`config.mk`:
```
export PLATFORM = sky130hd
export DESIGN_NAME = imm_chunker
export DESIGN_NICKNAME = d
export VERILOG_FILES = /design/src/rtl/imm_pkg.sv /design/src/rtl/imm_fit_check.sv /design/src/rtl/imm_chunker.sv
export SDC_FILE = /design/constraint.sdc
export NUM_CORES = 1
export LEC_CHECK = 0
export ABC_AREA = 1
export BUFFER_PORTS_ARGS = -buffer_cell sky130_fd_sc_hd__buf_2
export CAP_MARGIN = 20
export CORE_ASPECT_RATIO = 2
export CORE_MARGIN = 4
export CORE_UTILIZATION = 28
export CTS_CLUSTER_DIAMETER = 100
export CTS_CLUSTER_SIZE = 10
export DETAILED_ROUTE_END_ITERATION = 12
export PLACE_DENSITY = 0.43
export SYNTH_ARGS = -nofsm -noshare
export SYNTH_HDL_FRONTEND = slang
export SYNTH_SLANG_ARGS = --single-unit
```
`constraint.sdc`:
```
create_clock -name clk -period 8.6 [get_ports clk]
set_input_delay 0.86 -clock clk [delete_from_list [all_inputs] [get_ports clk]]
set_output_delay 0.86 -clock clk [all_outputs]
set_load 0.05 [all_outputs]
```
`src/rtl/imm_pkg.sv`:
```
// Shared constants, types and the chunk-select helper for the immediate chunker.
package imm_pkg;

  localparam int unsigned DATA_W = 32;
  localparam int unsigned IMM_W  = 15;
  localparam int unsigned NCHUNK = (DATA_W + IMM_W - 1) / IMM_W;
  localparam int unsigned CNT_W  = 2;
  localparam int unsigned SH_W   = $clog2(DATA_W);

  typedef enum logic {
    IDLE = 1'b0,
    EMIT = 1'b1
  } state_t;

  typedef logic [1:0]       idx_t;
  typedef logic [CNT_W-1:0] cnt_t;

  typedef struct packed {
    logic [IMM_W-1:0] chunk;
    logic             first;
    logic             last;
    cnt_t             count;
  } chunk_t;

  // Chunk idx of a k-chunk word; the arithmetic shift sign-extends the short top chunk.
  function automatic chunk_t make_chunk(input logic [DATA_W-1:0] d, input cnt_t k,
                                        input idx_t idx);
    logic [SH_W-1:0]   pos;
    logic [DATA_W-1:0] sh;
    chunk_t            c;
    pos     = SH_W'(k - idx - 2'd1) * SH_W'(IMM_W);
    sh      = $signed(d) >>> pos;
    c.chunk = sh[IMM_W-1:0];
    c.first = (idx == idx_t'(0));
    c.last  = (idx == idx_t'(k - 2'd1));
    c.count = k;
    return c;
  endfunction

endpackage

```
`src/rtl/imm_fit_check.sv`:
```
// Smallest chunk count whose signed width holds the input constant.
module imm_fit_check
  import imm_pkg::*;
(
  input  logic [DATA_W-1:0] data,
  output cnt_t              k
);

  logic [DATA_W-1:0] upper;

  // Fits j chunks when every bit from the candidate sign position upward agrees.
  always_comb begin
    k     = cnt_t'(NCHUNK);
    upper = '0;
    for (int j = int'(NCHUNK) - 1; j >= 1; j--) begin
      upper = $signed(data) >>> (j * int'(IMM_W) - 1);
      if (upper == '0 || upper == '1) begin
        k = cnt_t'(j);
      end
    end
  end

endmodule

```
`src/rtl/imm_chunker.sv`:
```
// Splits a 32-bit constant into the minimal sequence of 15-bit immediate chunks.
module imm_chunker
  import imm_pkg::*;
(
  input  logic              clk,
  input  logic              rst_n,
  input  logic              in_valid,
  output logic              in_ready,
  input  logic [DATA_W-1:0] in_data,
  output logic              out_valid,
  input  logic              out_ready,
  output logic [IMM_W-1:0]  out_chunk,
  output logic              out_first,
  output logic              out_last,
  output logic [CNT_W-1:0]  out_count
);

  state_t            state_q, state_d;
  logic [DATA_W-1:0] data_q, data_d;
  cnt_t              k_q, k_d;
  idx_t              idx_q, idx_d;
  chunk_t            out_q, out_d;
  logic              valid_q, valid_d;
  cnt_t              fit_k;
  logic              accept;
  logic              fire;

  imm_fit_check u_fit (
    .data (in_data),
    .k    (fit_k)
  );

  // Accept in IDLE, or on the last chunk's handshake for zero-bubble streaming.
  always_comb begin
    in_ready = rst_n && ((state_q == IDLE) ||
                         ((state_q == EMIT) && out_q.last && out_ready));
  end

  assign accept = in_valid && in_ready;
  assign fire   = valid_q && out_ready;

  always_comb begin
    state_d = state_q;
    data_d  = data_q;
    k_d     = k_q;
    idx_d   = idx_q;
    out_d   = out_q;
    valid_d = valid_q;
    unique case (state_q)
      IDLE: begin
        if (accept) begin
          state_d = EMIT;
          data_d  = in_data;
          k_d     = fit_k;
          idx_d   = '0;
          valid_d = 1'b1;
          out_d   = make_chunk(in_data, fit_k, '0);
        end
      end
      EMIT: begin
        if (fire) begin
          if (out_q.last) begin
            if (accept) begin
              data_d  = in_data;
              k_d     = fit_k;
              idx_d   = '0;
              out_d   = make_chunk(in_data, fit_k, '0);
            end else begin
              state_d = IDLE;
              valid_d = 1'b0;
            end
          end else begin
            idx_d = idx_t'(idx_q + 2'd1);
            out_d = make_chunk(data_q, k_q, idx_t'(idx_q + 2'd1));
          end
        end
      end
      default: state_d = IDLE;
    endcase
  end

  always_ff @(posedge clk or negedge rst_n) begin
    if (!rst_n) begin
      state_q <= IDLE;
      data_q  <= '0;
      k_q     <= '0;
      idx_q   <= '0;
      out_q   <= '0;
      valid_q <= 1'b0;
    end else begin
      state_q <= state_d;
      data_q  <= data_d;
      k_q     <= k_d;
      idx_q   <= idx_d;
      out_q   <= out_d;
      valid_q <= valid_d;
    end
  end

  assign out_valid = valid_q;
  assign out_chunk = out_q.chunk;
  assign out_first = out_q.first;
  assign out_last  = out_q.last;
  assign out_count = out_q.count;

endmodule

```
## After elaboration in Yosys (flattened, before gate mapping)

Cells that the tools add are included.

- Register bits after elaboration: 57
- Bits in latches: 0
- RAM bits: 0
- ROM bits: 0
- Bits of input ports: 36
- Output and inout bits: 21
- Logic and storage cells: 72
- Memories: 0

- Add/subtract/negate cells: 6
- Multipliers: 2
- Divide/modulo/power cells: 0
- Order comparisons: 0
- Eq/ne operators: 8
- Shift-type cells: 2
- Multiplexer cells: 28
- Bitwise logic cells: 1
- Reductions and logical operators: 16

Operators with widths:

| operator | number |
|---|---|
| $mux W32 | 3 |
| $mux W19 | 4 |
| $eq A32 B32 Y1 const B | 2 |
| $logic_not A32 Y1 | 2 |
| $pmux W32 S2 | 1 |
| $sshr A32 B5 Y15 | 2 |
| $pmux W19 S2 | 1 |
| $mux W2 | 7 |
| $mux W1 | 8 |
| $pmux W2 S2 | 2 |
| $logic_and A1 B1 Y1 | 5 |
| $mul A3 B5 Y5 const B | 1 |
| $mul A5 B4 Y5 const B | 1 |
| $logic_not A2 Y1 | 2 |
| $ne A2 B1 Y1 const B | 2 |
| $ne A2 B2 Y1 const B | 2 |
| $pmux W1 S2 | 2 |
| $reduce_and A2 Y1 | 2 |
| $reduce_and A4 Y1 | 1 |
| $sub A2 B1 Y2 const B | 2 |
| $sub A3 B2 Y4 const B | 1 |
| $logic_or A1 B1 Y1 | 3 |
| $ne A3 B2 Y1 const B | 1 |
| $reduce_and A3 Y1 | 1 |
| other kinds (5) | 5 |

## Depth between registers and ports, before layout

Gate-level depths: netlist of run 1.

- Word-level depth: 11
- Gate-level depth with buffers: 28
- Gate-level depth less buffers: 27

## Cells and area by module

Synthesis of run 1 repeated with hierarchy kept, for this count alone.

- Cell total of the unflattened synthesis: 1125
- Area, all modules: 6382.4 um^2

By module, submodules not included:

| module | instances | cells each | area an instance (um^2) | sequential area each (um^2) |
|---|---|---|---|---|
| imm_chunker | 1 | 1092 | 6242.2 | 1426.4 |
| imm_fit_check | 1 | 33 | 140.1 | 0.0 |

## Worst setup path before layout of run 1

OpenSTA, ideal clock, no wires.

- Path kind: register to register
- From: register idx_q[0]
- To: register out_q, in the netlist out_chunk[8]
- Setup time: 0.118 ns
- Data arrival time: 3.868 ns
- Required time: 8.482 ns
- Setup slack: 4.614 ns
- Cell stages (with the launch flop): 28
- Path buffers: 5
- Period minus slack after synthesis: 3.986 ns
- Cells stage by stage: dfrtp_1 ha_1 inv_1 fa_1 buf_2 clkbuf_1 clkbuf_1 ha_1 inv_1 nand2_1 nand2_2 inv_2 buf_4 ha_1 ha_1 inv_1 nand2_1 nand2_1 inv_2 buf_4 nand2_2 nand2_1 nand2_1 nand2_1 nand2_1 nand2_1 nand2_1 nand2_1

- Word-level cells in the longest chain between the ends: 8

RTL lines:

| element | RTL line | source |
|---|---|---|
| start, declared | imm_chunker.sv:21 | `idx_t idx_q, idx_d;` |
| start signal, assigned | imm_chunker.sv:94 | `idx_q <= idx_d;` |
| $add A2 B1 Y2 | imm_chunker.sv:74 | `out_d = make_chunk(data_q, k_q, idx_t'(idx_q + 2'd1));` |
| $sub A2 B2 Y3 | imm_pkg.sv:31 | `pos = SH_W'(k - idx - 2'd1) * SH_W'(IMM_W);` |
| $sub A3 B2 Y4 | imm_pkg.sv:31 |  |
| $mul A5 B4 Y5 | imm_pkg.sv:31 |  |
| $sshr A32 B5 Y15 | imm_pkg.sv:32 | `sh = $signed(d) >>> pos;` |
| $mux W19 | imm_chunker.sv:62 | `if (out_q.last) begin` |
| $mux W19 | imm_chunker.sv:61 | `if (fire) begin` |
| $pmux W19 S2 | imm_chunker.sv:49 | `unique case (state_q)` |
| end signal, assigned | imm_chunker.sv:95 | `out_q <= out_d;` |
| end, declared | imm_chunker.sv:22 | `chunk_t out_q, out_d;` |

No other way between the ends. The select of a mux whose other input is x is not followed.
A chain may end at the register's enable or synchronous reset.

## Final worst setup path of run 1

- From: register idx_q[0]
- To: register out_q, in the netlist out_chunk[11]

Same word-level chain as after synthesis.

==> qor.csv, run 1 <==
metric;value;unit
status;completed;
htreeDepth;3;
yosysSeqAreaShare;0.314;
dr.pass1.iters;5;
cts_resized;0;
ys.flop_type;dfrtp_1;
crit_chain;ha_1, inv_1, fa_1, buf_4, ha_1, inv_1, nand2_1, nand2_2, inv_2, ha_1, ha_1, inv_1, nand2_1, nand2_1, buf_16, inv_2, nand2_2, nand3_1, nand3_1, nand2_1, nand2_1, nand2_1;
clk-insertion-delay-late;0.33;ns
numCtsBuffers;9;
grt_usage;0.199;
ant_nets;0;
reg2reg_setup_slack;3.35;ns
vias_per_cell;5.11;
worst-path-buf-inv;7;
hold_viol_final;0;
async_flop_share;1.00;
rr_worst_depth;22;
path_max_fanout;33;
drc_errors;0;
vdd_drop_max;0.121;mV
drtIter0Drc;212;
end_kind;flip-flop;
start_util;0.287;
fmax;190;MHz
antenna_found_initial;0;
yosysTopAreaCell;dfrtp_1;
pre_cts_ws;2.75;ns
post-cts-setup-buffers;0;
die_h;188;um
min_period;5.25;ns
drive_gt1_frac;0.121;
required;8.86;ns
relSlewSlack;0.293;
hpwl;14800;um
post_drt_wl_per_cell;18.8;um
final_common_cell;nand2_1;
ys_warn_count;0;
die-area;0.0185;mm2
cpMostUsedCell;nand2_1;
synth_cell_types;26;
setup_ws;3.35;ns
synth-seq-cells;57;
drv_cap;0;
antenna_cells;0;
fill_cells;1794;
start_kind;flip-flop;
grt_pass1_wl;28100;um
final_net_count;823;
root_buffer;clkbuf_16;
period_share;0.611;
io_buffer_count;56;
cts.sinks;57;
worst_ep_arrival_time;5.51;ns
num_io_pins;57;
clockBufferDepth;2;
synth_fp_nets;792;
regToRegStartpoint;idx_q[0];
final_cell_mix;283 x nand2_1, 180 x nand3_1, 57 x dfrtp_1;
hold_class;flip-flop to flip-flop;
syn_area;0.00455;mm2
worst_path_max_delay_cell;fa_1;
core-area;0.0159;mm2
hold_depth;2;
max_stage_delay;0.52;ns
finalSetupViolCount;0;
crit_cells;22;
leakagePower;2.66;nW
synth_top_area_share;0.314;
cts_hold_buf;0;
tightest_slew;1.06;ns
wirelength;18500;um
rsz0062_at_grt;false;
final_util;0.328;
pwr_density_cell;187;mW/mm2
critPathCapture;out_chunk[11];
die_x;98.1;um
grt_start_max_net_pins;57;
critPathTopFamily;adder cells;
slew_violations;0;
synthTopCellsByArea;dfrtp_1 31%, nand2_1 23%, nand3_1 20%, inv_1 3.7%, nor2_1 3.6%;
syn_area_per_cell;6.08;um2
cts_tree;yes;
hold_ws;0.475;ns
grt_overflow;0;
r2r-end;out_chunk[11];
fin_worst_skew;0.00708;ns
core.rowCount;65;
synthCells;748;
synth_edf_count;0;
crit_type;flip-flop to flip-flop;
place_congestion;0.886;
crit_start;idx_q[0];
syn_to_final_growth;14.3;%
tns;0;ns
clk_pin_slew;0.05;ns
first_global_vias;5062;
vias;5020;
==> registers in the layout, summed over array words and instances, names as in the netlist <==
| register | count |
|---|---|
| out_last | 1 |
| out_first | 1 |
| data_q | 32 |
| out_valid | 1 |
| idx_q | 2 |
| state_q | 1 |
| k_q | 2 |
| out_chunk | 15 |
| out_count | 2 |
==> metal layers <==
metal  vias to the layer above  GRT usage  routed length (um)
li1                       2491          -                   -
met1                      2341      0.213                6960
met2                       145      0.377               10100
met3                        43     0.0159                 489
met4                         0      0.106                 926
met5                         -          0                   0
==> tightest hold or removal path: stages (launching register included) <==
cell,delay (ns)
dfrtp_1,0.33
nand2_1,0.05
nand2_1,0.06
==> worst min-delay path by stage <==
stage | endpoint | slack [ns] | start
after floorplan | data_q[0] | 0.46 | data_q[0]
after global placement | out_chunk[8] | 0.46 | out_chunk[8]
after detailed placement | out_chunk[8] | 0.46 | out_chunk[8]
after CTS | out_chunk[11] | 0.48 | out_chunk[11]
after global routing | out_chunk[7] | 0.51 | out_chunk[7]
final | out_chunk[11] | 0.47 | out_chunk[11]
==> cell families (layout without fill, tap and decap cells) <==
group	after synthesis	count (layout)	share of synthesized area
buffers and inverters	94	128	0.0933
AO/OA/AOI/OAI	61	61	0.0705
AND/OR/NAND/NOR	526	526	0.495
flip-flops	57	57	0.314
adder cells (fa/ha/maj)	8	8	0.0237
XOR/XNOR	2	2	0.00385
==> cell usage after synthesis (4+ instances only) <==
master	instances
nand2_1	283
nand3_1	180
dfrtp_1	57
inv_1	45
nor2_1	44
buf_2	27
o21ai_1	21
o21ai_0	19
a21oi_1	17
clkbuf_1	7
ha_1	7
inv_2	7
nor3_1	6
buf_4	4
==> metrics by stage <==
step                      std cells  total power, W  instance area (um2)
final                           983        0.000971                 5200
after CTS                       982        0.000968                 5170
after detailed placement        968        0.000615                 4890
after floorplan                 748        0.000521                 4550
after global routing            983         0.00102                 5200
after global placement          968        0.000618                 4890
==> area by class of cell <==
cell class	count	area, um2	area share
sequential	57	1430	0.274
multi-input combinational	597	2700	0.519
clock buffer	10	239	0.0460
tap	201	251	0.0484
clock inverter	4	45.0	0.00867
inverter	52	195	0.0376
timing repair buffer	62	345	0.0664
==> power breakdown <==
part           internal, W  switching, W  total [W]
Combinational    0.0000982      0.000237   0.000336
Sequential        0.000278    0.00000884   0.000287
Clock             0.000227      0.000121   0.000348
No activity file was read; power rests on OpenSTA's default activity.
==> run 2: changes to the inputs <==
--- a/config.mk
+++ b/config.mk
@@ -14,7 +14,7 @@
 export CTS_CLUSTER_DIAMETER = 100
 export CTS_CLUSTER_SIZE = 10
 export DETAILED_ROUTE_END_ITERATION = 12
-export PLACE_DENSITY = 0.43
+export PLACE_DENSITY = 0.45
 export SYNTH_ARGS = -nofsm -noshare
 export SYNTH_HDL_FRONTEND = slang
 export SYNTH_SLANG_ARGS = --single-unit
==> constraint.sdc (replaced) <==
create_clock -name clk -period 4.3 [get_ports clk]
set_input_delay 0.43 -clock clk [delete_from_list [all_inputs] [get_ports clk]]
set_output_delay 0.43 -clock clk [all_outputs]
set_load 0.05 [all_outputs]
==> run 2 against run 1 <==
  * Via count grew 2.0%
  * Critical path type unchanged
  * Count of clock-buffer cells in the layout did not move
  * Design area grew 0.87%
  * Non-clock buffer count rose by 4
  * Setup slack got worse by 3.0 ns
  * Critical endpoint is now out_chunk[5]
  * Register-to-register slack worse by 3.0 ns
  * Clock skew is 0.0014 ns lower
  * Combinational power is 96% higher
  * Cell count rose by 0.51%
==> qor.csv, run 2 (synthesized netlist as in run 1, its figures left out) <==
metric;value;unit;change
status;completed;;unchanged
drc_errors;0;;unchanged
place_congestion;0.894;;was 0.886
wirelength;17200;um;was 18500 um
final_cell_mix;283 x nand2_1, 180 x nand3_1, 57 x dfrtp_1;;unchanged
crit_chain;ha_1, inv_1, ha_1, nand2_4, nand2_1, nand2_1, ha_1, nand3_1, nand2_2, inv_2, ha_1, ha_1, inv_1, nand2_1, nand2_1, buf_4, nand2_1, nand3_1, nand2_1, nor2_1, nor2_1, nor2_1;;was ha_1, inv_1, fa_1, buf_4, ha_1, inv_1, nand2_1, nand2_2, inv_2, ha_1, ha_1, inv_1, nand2_1, nand2_1, buf_16, inv_2, nand2_2, nand3_1, nand3_1, nand2_1, nand2_1, nand2_1
die_x;98.1;um;unchanged
start_kind;flip-flop;;unchanged
grt_overflow;0;;unchanged
grtUsageMet1;0.201;;was 0.213
numCtsBuffers;9;;unchanged
max_stage_delay;0.40;ns;was 0.52 ns
hold_viol_final;0;;unchanged
clk-insertion-delay-late;0.33;ns;about the same
critPathTopFamily;adder cells;;unchanged
vdd_drop_max;0.212;mV;was 0.121 mV
worst_path_max_delay_cell;dfrtp_1;;was fa_1
grtUsageMet3;0.0185;;was 0.0159
grt_usage;0.188;;was 0.199
cpMostUsedCell;nand2_1;;unchanged
antenna_cells;0;;unchanged
rr_worst_depth;22;;unchanged
start_util;0.287;;unchanged
pre_cts_ws;0.418;ns;was 2.75 ns
core.rowCount;65;;unchanged
final_common_cell;nand2_1;;unchanged
crit_type;flip-flop to flip-flop;;unchanged
regToRegStartpoint;idx_q[0];;unchanged
r2r-end;out_chunk[5];;was out_chunk[11]
tns;0;ns;unchanged
hold_class;primary input to async pin;;was flip-flop to flip-flop
cts.sinks;57;;unchanged
dr.pass1.iters;8;;was 5
required;4.56;ns;was 8.86 ns
leakagePower;2.67;nW;was 2.66 nW
relSlewSlack;0.395;;was 0.293
grt_start_max_net_pins;58;;was 57
antenna_found_initial;0;;unchanged
min_period;3.92;ns;was 5.25 ns
hpwl;13600;um;was 14800 um
dp.cells;973;;was 968
final_net_count;827;;was 823
num_io_pins;57;;unchanged
worst_ep_arrival_time;4.18;ns;was 5.51 ns
path_max_fanout;35;;was 33
fin_cells;988;;was 983
die-area;0.0185;mm2;unchanged
vias_per_cell;5.18;;was 5.11
reg2reg_setup_slack;0.38;ns;was 3.35 ns
busiest_layer;met2;;unchanged
cts_tree;yes;;unchanged
drtIter0Drc;363;;was 212
tightest_slew;0.907;ns;was 1.06 ns
drv_cap;0;;unchanged
largest_register_ffs;32;;unchanged
pwr_density_cell;383;mW/mm2;was 187 mW/mm2
grt_pass1_wl;27100;um;was 28100 um
cts_hold_buf;0;;unchanged
syn_to_final_growth;15.3;%;was 14.3%
slew_violations;0;;unchanged
largest_register;data_q;;unchanged
grt_use_met2;0.346;;was 0.377
drive_gt1_frac;0.127;;was 0.121
setup_ws;0.380;ns;was 3.35 ns
period_share;0.912;;was 0.611
end_kind;flip-flop;;unchanged
post-cts-setup-buffers;0;;unchanged
die_h;188;um;unchanged
clk_pin_slew;0.05;ns;about the same
root_buffer;clkbuf_16;;unchanged
fin_worst_skew;0.00569;ns;was 0.00708 ns
htreeDepth;3;;unchanged
worst-path-buf-inv;4;;was 7
vias;5118;;was 5020
rsz0062_at_grt;false;;unchanged
cts_resized;0;;unchanged
post_drt_wl_per_cell;17.4;um;was 18.8 um
core-area;0.0159;mm2;unchanged
finalSetupViolCount;0;;unchanged
io_buffer_count;56;;unchanged
clockBufferDepth;2;;unchanged
ant_nets;0;;unchanged
fmax;255;MHz;was 190 MHz
first_global_vias;5244;;was 5062
==> run 2: worst max path at each step <==
stage                     startpoint      endpoint  slack (ns)  cells past startpoint
final                       idx_q[0]  out_chunk[5]        0.38                     22
after detailed placement    idx_q[0]  out_chunk[5]        0.42                     21
after global routing        idx_q[0]  out_chunk[5]        0.07                     22
after floorplan             idx_q[0]  out_chunk[8]        0.31                     27
after CTS                   idx_q[0]  out_chunk[5]        0.40                     21
after global placement      idx_q[0]  out_chunk[5]        0.49                     22
==> run 2: final cells by class <==
type                       instances  area [um2]
fill                            1834       10600
multi-input combinational        597        2700
sequential                        57        1430
timing repair buffer              66         355
tap                              201         251
clock buffer                      10         239
inverter                          52         195
clock inverter                     5        80.1
==> run 2: per-layer routing <==
metal  vias to the layer above  share of wire
met5                         -              0
met4                         0          0.054
met3                        52          0.028
met2                       153           0.53
met1                      2415           0.39
li1                       2498              -
==> run 2: where the power goes <==
group          total [W]  switching (W)  internal (W)
Combinational   0.000658       0.000467      0.000191
Clock           0.000778       0.000260      0.000518
Sequential      0.000571      0.0000149      0.000556
==> run 2: worst register-to-register path, cell delays in order, from the launching register on <==
cell and delay (ns):
dfrtp_1 0.40, ha_1 0.29, inv_1 0.09, ha_1 0.39, nand2_4 0.08, nand2_1 0.09
nand2_1 0.08, ha_1 0.30, nand3_1 0.09, nand2_2 0.10, inv_2 0.04, ha_1 0.27
ha_1 0.31, inv_1 0.07, nand2_1 0.05, nand2_1 0.09, buf_4 0.33, nand2_1 0.10
nand3_1 0.09, nand2_1 0.08, nor2_1 0.32, nor2_1 0.10, nor2_1 0.10
==> run 2: per-stage QoR <==
step / hold WS [ns] / area, um2 / utilization / power (W)
2_1_floorplan: 0.134 / 4550 / - / 0.00104
3_3_place_gp: 0.459 / 4920 / 0.310 / 0.00124
3_5_place_dp: 0.460 / 4920 / 0.310 / 0.00123
4_1_cts: 0.306 / 5240 / 0.331 / 0.00202
5_1_grt: 0.344 / 5240 / 0.331 / 0.00211
6_report: 0.262 / 5240 / 0.331 / 0.00201
==> run 3: changes to the inputs <==
--- a/config.mk
+++ b/config.mk
@@ -5,7 +5,6 @@
 export SDC_FILE = /design/constraint.sdc
 export NUM_CORES = 1
 export LEC_CHECK = 0
-export ABC_AREA = 1
 export BUFFER_PORTS_ARGS = -buffer_cell sky130_fd_sc_hd__buf_2
 export CAP_MARGIN = 20
 export CORE_ASPECT_RATIO = 2
==> run 3 against run 2 <==
  * First-iteration DRC count decreased by 25%
  * Via count down 14%
  * Sequential share of layout area fell by 1.3 points
  * Critical path type unchanged
  * Critical endpoint unchanged
==> qor.csv, run 3 <==
metric;value;unit;change
status;completed;;unchanged
grt_usage;0.198;;was 0.188
end_kind;flip-flop;;unchanged
crit_type;flip-flop to flip-flop;;unchanged
synth_edf_count;0;;unchanged
htreeDepth;3;;unchanged
clockBufferDepth;2;;unchanged
relSlewSlack;0.334;;was 0.395
hold_ws;0.299;ns;was 0.262 ns
cts_tree;yes;;unchanged
cpMostUsedCell;ha_4;;was nand2_1
cts.sinks;57;;unchanged
drc_errors;0;;unchanged
synthCells;528;;was 748
rsz0062_at_grt;false;;unchanged
crit_chain;ha_1, inv_2, ha_1, nand2_2, xor2_2, ha_4, xor2_4, inv_2, ha_4, ha_4, xnor2_4, o22ai_2, a221oi_4, nor2_2, a32oi_1, buf_4, o211ai_1;;was ha_1, inv_1, ha_1, nand2_4, nand2_1, nand2_1, ha_1, nand3_1, nand2_2, inv_2, ha_1, ha_1, inv_1, nand2_1, nand2_1, buf_4, nand2_1, nand3_1, nand2_1, nor2_1, nor2_1, nor2_1
hold_class;primary input to flip-flop;;was primary input to async pin
post-cts-setup-buffers;0;;unchanged
synthTopCellsByCount;134 x nand2_1, 57 x dfrtp_1, 30 x mux2_2, 29 x nor2_1, 29 x o21ai_0;;was 283 x nand2_1, 180 x nand3_1, 57 x dfrtp_1, 45 x inv_1, 44 x nor2_1
slew_violations;0;;unchanged
root_buffer;clkbuf_16;;unchanged
vdd_drop_max;0.195;mV;was 0.212 mV
tns;0;ns;unchanged
antenna_found_initial;0;;unchanged
syn_area_per_cell;8.67;um2;was 6.08 um2
worst_ep_arrival_time;4.32;ns;was 4.18 ns
path_max_fanout;8;;was 35
vias;4425;;was 5118
first_global_vias;4572;;was 5244
synth-seq-cells;57;;unchanged
grt_overflow;0;;unchanged
synth_cell_types;66;;was 26
synth_fp_nets;572;;was 792
clk-insertion-delay-late;0.34;ns;was 0.33 ns
grt_start_max_net_pins;59;;was 58
largest_register_ffs;32;;unchanged
largest_register;data_q;;unchanged
core.rowCount;65;;unchanged
place_congestion;0.900;;was 0.894
core-area;0.0159;mm2;about the same
start_util;0.287;;about the same
pwr_density_cell;257;mW/mm2;was 383 mW/mm2
syn_to_final_growth;20.4;%;was 15.3%
synth_top_area_share;0.312;;was 0.314
die-area;0.0186;mm2;was 0.0185 mm2
vias_per_cell;5.63;;was 5.18
grt_pass1_wl;27700;um;was 27100 um
fin_worst_skew;0.00741;ns;was 0.00569 ns
min_period;4.11;ns;was 3.92 ns
critPathTopFamily;adder cells;;unchanged
wirelength;18200;um;was 17200 um
die_h;189;um;was 188 um
antenna_cells;0;;unchanged
hpwl;14400;um;was 13600 um
ant_nets;0;;unchanged
required;4.51;ns;was 4.56 ns
hold_viol_final;0;;unchanged
leakagePower;2.51;nW;was 2.67 nW
drive_gt1_frac;0.272;;was 0.127
ys.flop_type;dfrtp_1;;unchanged
yosysSeqAreaShare;0.312;;was 0.314
final_net_count;624;;was 827
max_stage_delay;0.51;ns;was 0.40 ns
final_cell_mix;132 x nand2_1, 57 x dfrtp_1, 56 x buf_2;;was 283 x nand2_1, 180 x nand3_1, 57 x dfrtp_1
final_common_cell;nand2_1;;unchanged
period_share;0.956;;was 0.912
finalSetupViolCount;0;;unchanged
drv_cap;0;;unchanged
io_buffer_count;56;;unchanged
worst_path_max_delay_cell;a221oi_4;;was dfrtp_1
dr.pass1.iters;5;;was 8
start_kind;flip-flop;;unchanged
post_drt_wl_per_cell;23.2;um;was 17.4 um
drtIter0Drc;272;;was 363
async_flop_share;1.00;;unchanged
num_io_pins;57;;unchanged
die_x;98.4;um;was 98.1 um
synthTopCellsByArea;dfrtp_1 31%, nand2_1 11%, mux4_2 8.4%, mux2_2 7.4%, mux2i_1 5.0%;;was dfrtp_1 31%, nand2_1 23%, nand3_1 20%, inv_1 3.7%, nor2_1 3.6%
clk_pin_slew;0.06;ns;was 0.05 ns
numCtsBuffers;9;;unchanged
fmax;243;MHz;was 255 MHz
yosysTopAreaCell;dfrtp_1;;unchanged
tightest_slew;0.998;ns;was 0.907 ns
ys_warn_count;0;;unchanged
syn_area;0.00458;mm2;was 0.00455 mm2
worst-path-buf-inv;3;;was 4
synth.most_common_cell;nand2_1;;unchanged
[run 3: cell count changes in the layout (fill, tap and decap cells not counted), moves of 6 or more]
cell and change:
a32oi_1 +6, buf_4 +9, mux4_2 +17, mux2_2 +30, nand3_1 -169, o21ai_1 -21
o21ai_0 +10, nor2_1 -16, nand2_1 -151, mux2i_1 +23, nor3_1 +7, inv_1 -38
o211ai_1 +11
[run 3: metal layers]
layer / part of all wire / track usage / vias up / wire length (um)
li1: - / - / 2049 / -
met1: 0.34 / 0.193 / 2163 / 6240
met2: 0.57 / 0.385 / 161 / 10300
met3: 0.034 / 0.0293 / 52 / 621
met4: 0.058 / 0.114 / 0 / 1060
met5: 0 / 0 / - / 0
[run 3: repair_timing]
item                       CTS  global route
pin swaps                    0             1
resized for setup            1             3
hold buffers                 0             0
setup endpoints to repair    2             5
[run 3: worst reg2reg max path: stages (launching register included)]
cell	delay [ns]
dfrtp_1	0.40
ha_1	0.31
inv_2	0.10
ha_1	0.27
nand2_2	0.11
xor2_2	0.27
ha_4	0.27
xor2_4	0.14
inv_2	0.07
ha_4	0.24
ha_4	0.17
xnor2_4	0.23
o22ai_2	0.13
a221oi_4	0.51
nor2_2	0.19
a32oi_1	0.33
buf_4	0.16
o211ai_1	0.07
[run 3: path summary, 6_finish.rpt]
| kind | from | to | slack (ns) | depth (start not counted) |
|---|---|---|---|---|
| hold reg to reg | out_first | out_first | 0.46 | 2 |
| min in group asynchronous | rst_n | idx_q[1] | 0.41 | 2 |
| setup / recovery | idx_q[1] | out_chunk[5] | 0.19 | 17 |
| max in group asynchronous | rst_n | data_q[31] | 3.37 | 2 |
| setup reg to reg | idx_q[1] | out_chunk[5] | 0.19 | 17 |
| hold / removal | in_data[10] | data_q[10] | 0.30 | 3 |
[run 3: power breakdown]
part | internal, W | switching (W)
clock | 0.000448 | 0.000276
combinational | 0.0000374 | 0.0000980
sequential | 0.000547 | 0.00000888
[run 3: cell families after synthesis]
logic type / count (synthesis) / synth area share
XOR/XNOR: 8 / 0.0194
adder cells (fa/ha/maj): 8 / 0.0235
AO/OA/AOI/OAI: 115 / 0.176
multiplexers: 70 / 0.208
AND/OR/NAND/NOR: 224 / 0.218
buffers and inverters: 46 / 0.0437
flip-flops: 57 / 0.312
[run 3: per-stage QoR]
step | util | area (um2) | std cells | power, W | setup slack [ns]
finish | 0.346 | 5510 | 786 | 0.00141 | 0.191
global route | 0.346 | 5510 | 786 | 0.00146 | 0.0175
CTS | 0.345 | 5500 | 786 | 0.00142 | 0.101
detailed placement | 0.326 | 5200 | 770 | 0.000703 | 0.00457
global placement | 0.326 | 5200 | 770 | 0.000702 | 0.0647
floorplan | - | 4700 | 528 | 0.000633 | -0.350
[run 3: final cells by class]
| class | count | area [um2] |
|---|---|---|
| fillers | 1765 | 10400 |
| multi-input cells | 425 | 3060 |
| flip-flops and latches | 57 | 1430 |
| repair buffers | 76 | 443 |
| well taps | 201 | 251 |
| clock buffers | 11 | 233 |
| clock inverters | 5 | 56.3 |
| inverters | 11 | 41.3 |
